==> src/rtl/pipe_skid_latch.sv <==
// pipe_skid_latch
//   Edge-triggered two-entry skid buffer used as an inter-stage pipeline
//   register. It uses a valid/ready handshake on both sides. in_ready is
//   registered, so there is no combinational path from out_ready to in_ready.
//
// Parameters
//   WIDTH  : payload width in bits
//   BUBBLE : value driven on out_data whenever out_valid is 0
//
// Ports
//   clock     in   1      rising-edge clock
//   reset     in   1      synchronous, active-high
//   flush     in   1      synchronous; discards all held entries
//   in_data   in   WIDTH  upstream payload
//   in_valid  in   1      upstream offers in_data
//   in_ready  out  1      an entry can be accepted this cycle (registered)
//   out_data  out  WIDTH  head entry, or BUBBLE when empty (registered)
//   out_valid out  1      out_data holds a valid entry (registered)
//   out_ready in   1      downstream consumes the head this cycle
//   count     out  2      entries held: 0, 1 or 2 (registered)
module pipe_skid_latch #(
    parameter int unsigned      WIDTH  = 32,
    parameter logic [WIDTH-1:0] BUBBLE = '0
) (
    input  logic             clock,
    input  logic             reset,
    input  logic             flush,
    input  logic [WIDTH-1:0] in_data,
    input  logic             in_valid,
    output logic             in_ready,
    output logic [WIDTH-1:0] out_data,
    output logic             out_valid,
    input  logic             out_ready,
    output logic [1:0]       count
);

    // The encoding doubles as the occupancy count.
    typedef enum logic [1:0] {
        EMPTY = 2'd0,
        ONE   = 2'd1,
        FULL  = 2'd2
    } state_e;

    state_e           state_q, state_d;
    logic [WIDTH-1:0] head_q,  head_d;
    logic [WIDTH-1:0] skid_q,  skid_d;
    logic             in_ready_q, in_ready_d;
    logic             out_valid_q, out_valid_d;

    logic accept;
    logic release_h;

    assign accept    = in_valid & in_ready_q;
    assign release_h = out_valid_q & out_ready;

    always_comb begin
        state_d = state_q;
        head_d  = head_q;
        skid_d  = skid_q;

        if (flush) begin
            // A release in this cycle is already complete downstream; any
            // beat accepted in this cycle is dropped.
            state_d = EMPTY;
            head_d  = BUBBLE;
        end else begin
            unique case (state_q)
                EMPTY: begin
                    if (accept) begin
                        head_d  = in_data;
                        state_d = ONE;
                    end
                end
                ONE: begin
                    if (accept && release_h) begin
                        head_d = in_data;
                    end else if (accept) begin
                        skid_d  = in_data;
                        state_d = FULL;
                    end else if (release_h) begin
                        head_d  = BUBBLE;
                        state_d = EMPTY;
                    end
                end
                FULL: begin
                    if (release_h) begin
                        head_d  = skid_q;
                        state_d = ONE;
                    end
                end
                default: begin
                    state_d = EMPTY;
                    head_d  = BUBBLE;
                end
            endcase
        end

        // Handshake flags are derived from the next state so they can be registered.
        in_ready_d  = (state_d != FULL);
        out_valid_d = (state_d != EMPTY);
    end

    always_ff @(posedge clock) begin
        if (reset) begin
            state_q     <= EMPTY;
            head_q      <= BUBBLE;
            skid_q      <= BUBBLE;
            in_ready_q  <= 1'b1;
            out_valid_q <= 1'b0;
        end else begin
            state_q     <= state_d;
            head_q      <= head_d;
            skid_q      <= skid_d;
            in_ready_q  <= in_ready_d;
            out_valid_q <= out_valid_d;
        end
    end

    assign in_ready  = in_ready_q;
    assign out_valid = out_valid_q;
    assign out_data  = head_q;
    assign count     = state_q;

endmodule

==> config.mk <==
export PLATFORM = sky130hd
export DESIGN_NAME = pipe_skid_latch
export DESIGN_NICKNAME = d
export VERILOG_FILES = /design/src/rtl/pipe_skid_latch.sv
export SDC_FILE = /design/constraint.sdc
export NUM_CORES = 1
export LEC_CHECK = 0
export BUFFER_PORTS_ARGS = -buffer_cell sky130_fd_sc_hd__buf_2
export CAP_MARGIN = 40
export CORE_MARGIN = 2
export CORE_UTILIZATION = 57
export CTS_BUF_LIST = sky130_fd_sc_hd__clkbuf_8
export DETAILED_ROUTE_END_ITERATION = 12
export PLACE_DENSITY = 0.95
export SYNTH_ARGS = -nofsm -noshare
export SYNTH_HDL_FRONTEND = slang
export SYNTH_SLANG_ARGS = --single-unit
==> constraint.sdc <==
create_clock -name clock -period 2.9 [get_ports clock]
set_input_delay 0.725 -clock clock [delete_from_list [all_inputs] [get_ports clock]]
set_output_delay 0.725 -clock clock [all_outputs]
set_load 0.1 [all_outputs]
-- Yosys cells after proc, flatten, opt, wreduce, memory -nomap -nowiden
Index checks and enable logic that the tools add are counted.
- eq/ne operators: 7
- muxes and demuxes: 13
- bitwise gates (word level): 4
- reductions and logical operators: 6
- operator list (operator ; count):
    2-to-1 mux 32 bit ; 5
    case mux 32 bit (3 select lines) ; 1
    2-to-1 mux 2 bit ; 6
    AND reduction 4 bit ; 2
    inequality test 2 bit, second input constant ; 3
    inequality test 3 bit, second input constant ; 2
    case mux 2 bit (3 select lines) ; 1
    AND 1 bit ; 2
    == test 2 x 1 -> 1 bit, second input constant ; 1
    == test 2 bit, second input constant ; 1
    zero test 2 bit ; 1
    NOT 1 bit ; 2
    nonzero test 2 bit ; 1
    OR reduction 2 bit ; 1
    logical AND 1 bit ; 1
- register bits: 68
- bits of input ports: 37
- output and inout bits: 36
- word-level logic and storage cells: 35

-- Logic depth before layout (Yosys ltp)
- depth after elaboration: 7
- mapped depth: 7
- gate-level depth less buffers: 4

-- Least setup slack after synthesis
No wires, ideal clock.
- path type: reg-to-reg
- start: register out_valid_q (netlist: out_valid)
- end: register head_q[11] (netlist: out_data[11])
- library setup time: 0.128 ns
- arrival: 2.050 ns
- required time: 2.772 ns
- path slack: 0.723 ns
- stages on the path, launching flop included: 8
- buffers on the path: 3
- period minus slack after synthesis: 2.177 ns
- cells stage by stage: dfxtp_1 > buf_2 > and2_4 > buf_2 > o2bb2ai_4 > buf_2 > a22oi_1 > nor2_1
- word-level cells in the longest chain between the ends: 4
- elaborated cells on any way between the ends: 8
- classes of those cells: eq/ne: 3; mux: 2; bitwise: 1; reduce/logical: 2
- ends and longest elaborated chain (what ; line ; source):
    start: declaration ; 48 ; logic out_valid_q, out_valid_d;
    start signal: assignment ; 115 ; out_valid_q <= out_valid_d;
    AND 1 bit * ; 54 ; assign release_h = out_valid_q & out_ready;
    logical AND 1 bit ; 75 ; if (accept && release_h) begin
    inequality test 3 bit (no line) or 2-to-1 mux 32 bit (tied branches) ; -- ;
    AND reduction 4 bit (no line) or case mux 32 bit (3 select lines) (tied branches) ; -- ;
    end signal: assignment ; 106 ; head_q <= BUBBLE;
    end signal: assignment ; 112 ; head_q <= head_d;
    end: declaration ; 45 ; logic [WIDTH-1:0] head_q, head_d;
Every way passes the cells marked *; elsewhere a longest branch is shown, timed or not.
A chain may end at the register's enable or synchronous reset.

-- Worst setup path in the final report
- start: register state_q[1] (netlist: count[1])
- end: output count[1]
- RTL lines (what ; line ; source):
    start: declaration ; 44 ; state_e state_q, state_d;
    start signal: assignment ; 111 ; state_q <= state_d;
    end: declaration ; 34 ; output logic [1:0] count
No word-level cell between the ends.

==> flow_metrics.env <==
export IMPL_numCtsBuffers=9
export IMPL_fin_skew_ps=6.85
export IMPL_rows=27
export IMPL_antenna_found_initial=0
export IMPL_ys_seq_area_frac=0.421
export IMPL_syn_instance_count=393
export IMPL_end_kind="output pin"
export IMPL_grt_max_degree=36
export IMPL_post_cts_resize_count=0
export IMPL_worst_pin_slew_ps=797
export IMPL_coreArea_um2=5510
export IMPL_setup_violations=0
export IMPL_ant_nets=0
export IMPL_syn_area_per_cell_um2=8.22
export IMPL_drv_cap=0
export IMPL_netlist_top_cells_area="dfxtp_1, mux2i_1, nand2_1"
export IMPL_ys_seq_elements=68
export IMPL_n_antenna_cell=0
export IMPL_cp_required_ps=2170
export IMPL_timing_rr_start="count[0]$_SDFF_PP0_"
export IMPL_nets=486
export IMPL_clk_latency_ps=350
export IMPL_fmax_mhz=434
export IMPL_finalCriticalPeriod_ps=2310
export IMPL_vias=3173
export IMPL_routedWlPerCell_um=16.0
export IMPL_finalCritPeriodShare=0.795
export IMPL_critPathMaxStageDelay_ps=700
export IMPL_die_height_um=79.3
export IMPL_gp_congestion=0.808
export IMPL_cp_depth=1
export IMPL_synth_largest_area_cell="dfxtp_1"
export IMPL_regToRegEndpoint="out_data[10]$_SDFFE_PP0P_"
export IMPL_r2r_cells=4
export IMPL_netlist_area_um2=3230
export IMPL_syn_to_final_growth_pct=16.5
export IMPL_finalHoldViolCount=0
export IMPL_cp_cell_sequence="buf_2"
export IMPL_synth_top_area_share=0.421
export IMPL_gr_total_overflow=0
export IMPL_grt_pass1_vias=2834
export IMPL_final_util=0.683
export IMPL_ir_drop_v=0.000312
export IMPL_grt_setup_unrepaired="false"
export IMPL_worstSetupPathType="reg -> out"
export IMPL_portBuffers=72
export IMPL_wl_mm=8.42
export IMPL_drtIter0Drc=438
export IMPL_final_max_slew_viol_count=0
export IMPL_ff2ff_setup_slack_ps=710
export IMPL_crit_end="count[1]"
export IMPL_p_per_area_nw_per_um2=561
export IMPL_relSlewSlack=0.468
export IMPL_ys_warn_count=0
export IMPL_clock_root_buffer="clkbuf_8"
export IMPL_start_util=0.587
export IMPL_arrival_ps=1580
export IMPL_clock_sinks=68
export IMPL_die_w_um=79.3
export IMPL_p_leak_uw=0.00144
export IMPL_synth_cell_types=29
export IMPL_crit_start="count[1]$_SDFF_PP0_"
export IMPL_vias_per_cell=6.04
export IMPL_drive_above_1_share=0.234
export IMPL_dr_pass1_iters=5
export IMPL_cts_clk_slew_worst_paths_ps=70
export IMPL_cts_tree="done"
export IMPL_drc_errors=0
export IMPL_cpLargestDelayFamily="flip-flops"
export IMPL_dieArea_um2=6290
export IMPL_hpwl_mm=5.23
export IMPL_path_max_fanout=19
export IMPL_setup_tns_ps=0
export IMPL_ioPinCount=73
export IMPL_crit_slowest_cell="dfxtp_2"
export IMPL_critPathLaunchType="flop"
export IMPL_ctsHoldBuffers=0
export IMPL_htree_levels=3
export IMPL_path_buf_inv=1
export IMPL_hp_class="reg -> reg"
export IMPL_synthesis_nets=430
export IMPL_cts_path_max_buffers=2
export IMPL_postCtsSetupBuffers=0
export IMPL_grt_pass1_wl_mm=13.3
export IMPL_status="complete, no violations"
export IMPL_track_usage=0.273
==> registers in the layout, indices dropped and copies added (netlist names) <==
| name | cells |
|---|---|
| in_ready | 1 |
| skid_q | 32 |
| count | 2 |
| out_valid | 1 |
| out_data | 32 |
==> where the power goes <==
group	leakage [uW]	total, uW	internal (uW)	switching, uW
Combinational	0.000791	375	103	273
Clock	0.0000956	760	411	350
Sequential	0.000551	974	956	17.7
==> cells in the mapped netlist (all sizes together) <==
cell     count
a21oi       42
a22oi       25
and2         1
and3         8
and3b        1
buf         22
clkbuf      16
dfxtp       68
inv          1
mux2i       32
nand2       74
nand3       25
nand3b       1
nand4b       1
nor2        34
nor2b        1
nor4b        1
o21ai        8
o21ba        1
o21bai       1
o22ai       26
o2bb2ai      1
or2          1
or3          1
xnor2        1
==> through the flow <==
step | hold slack [ps] | instance area [um2] | worst slack, ps | instances | power (uW)
after floorplan | 436 | 3230 | 723 | 393 | 1280
after global placement | 441 | 3570 | 643 | 510 | 1360
after detailed placement | 445 | 3570 | 554 | 510 | 1360
after CTS | 454 | 3760 | 598 | 525 | 2120
after global routing | 473 | 3760 | 549 | 525 | 2180
final | 454 | 3760 | 594 | 525 | 2110
==> metal layers <==
metal  GRT usage  vias up  share of wire
met5           0        -              0
met4       0.143        0          0.025
met3      0.0841       23          0.095
met2       0.426      168           0.48
met1       0.337     1493           0.41
li1            -     1489              -
==> area by class of cell <==
cell class,count,area [um2]
Timing Repair Buffer,83,458
Multi-Input combinational cell,286,1660
Sequential cell,68,1360
Fill cell,428,1740
Clock inverter,5,53.8
Clock buffer,10,138
Tap cell,72,90.1
Inverter,1,3.75
==> cells by family (layout without fill, tap and decap cells) <==
family                    after synthesis  in the layout  share of synthesized area
muxes                                  32             32                     0.0991
AOI/OAI and AO/OA                     104            104                      0.202
buffers and inverters                  39             99                     0.0658
xor gates and xnor gates                1              1                    0.00503
DFF                                    68             68                      0.421
and+or+nand+nor                       149            149                      0.207
==> layout by cell type, fill, tap and decap left out <==
cell        instances
buf_2              71
nor2_1             34
a21oi_1            42
and2_4              1
o21ba_2             1
o21ai_1             6
nand4b_1            1
dfxtp_1            67
nand3_1            25
clkbuf_8           10
xnor2_2             1
or2_2               1
inv_1               2
mux2i_1            32
and3b_1             1
bufinv_16           1
nand3b_4            1
o22ai_2             1
o2bb2ai_4           1
buf_4              11
o22ai_1            25
o21bai_1            1
nor2b_1             1
dfxtp_2             1
or3_1               1
nand2_1            74
o21ai_0             2
clkinvlp_4          2
and3_1              8
buf_12              1
nor4b_4             1
clkinv_2            1
a22oi_1            25
==> worst min path at each step <==
stage | slack (ps) | cells after the start | end | startpoint
2_1_floorplan | 440 | 2 | skid_q[0]$_SDFFE_PP0P_ | skid_q[0]$_SDFFE_PP0P_
3_3_place_gp | 440 | 2 | skid_q[13]$_SDFFE_PP0P_ | skid_q[13]$_SDFFE_PP0P_
3_5_place_dp | 440 | 2 | out_data[28]$_SDFFE_PP0P_ | out_data[28]$_SDFFE_PP0P_
4_1_cts | 450 | 2 | out_data[28]$_SDFFE_PP0P_ | out_data[28]$_SDFFE_PP0P_
5_1_grt | 470 | 2 | skid_q[4]$_SDFFE_PP0P_ | skid_q[4]$_SDFFE_PP0P_
6_report | 450 | 2 | out_data[28]$_SDFFE_PP0P_ | out_data[28]$_SDFFE_PP0P_
No activity file was read; power rests on OpenSTA's default activity.
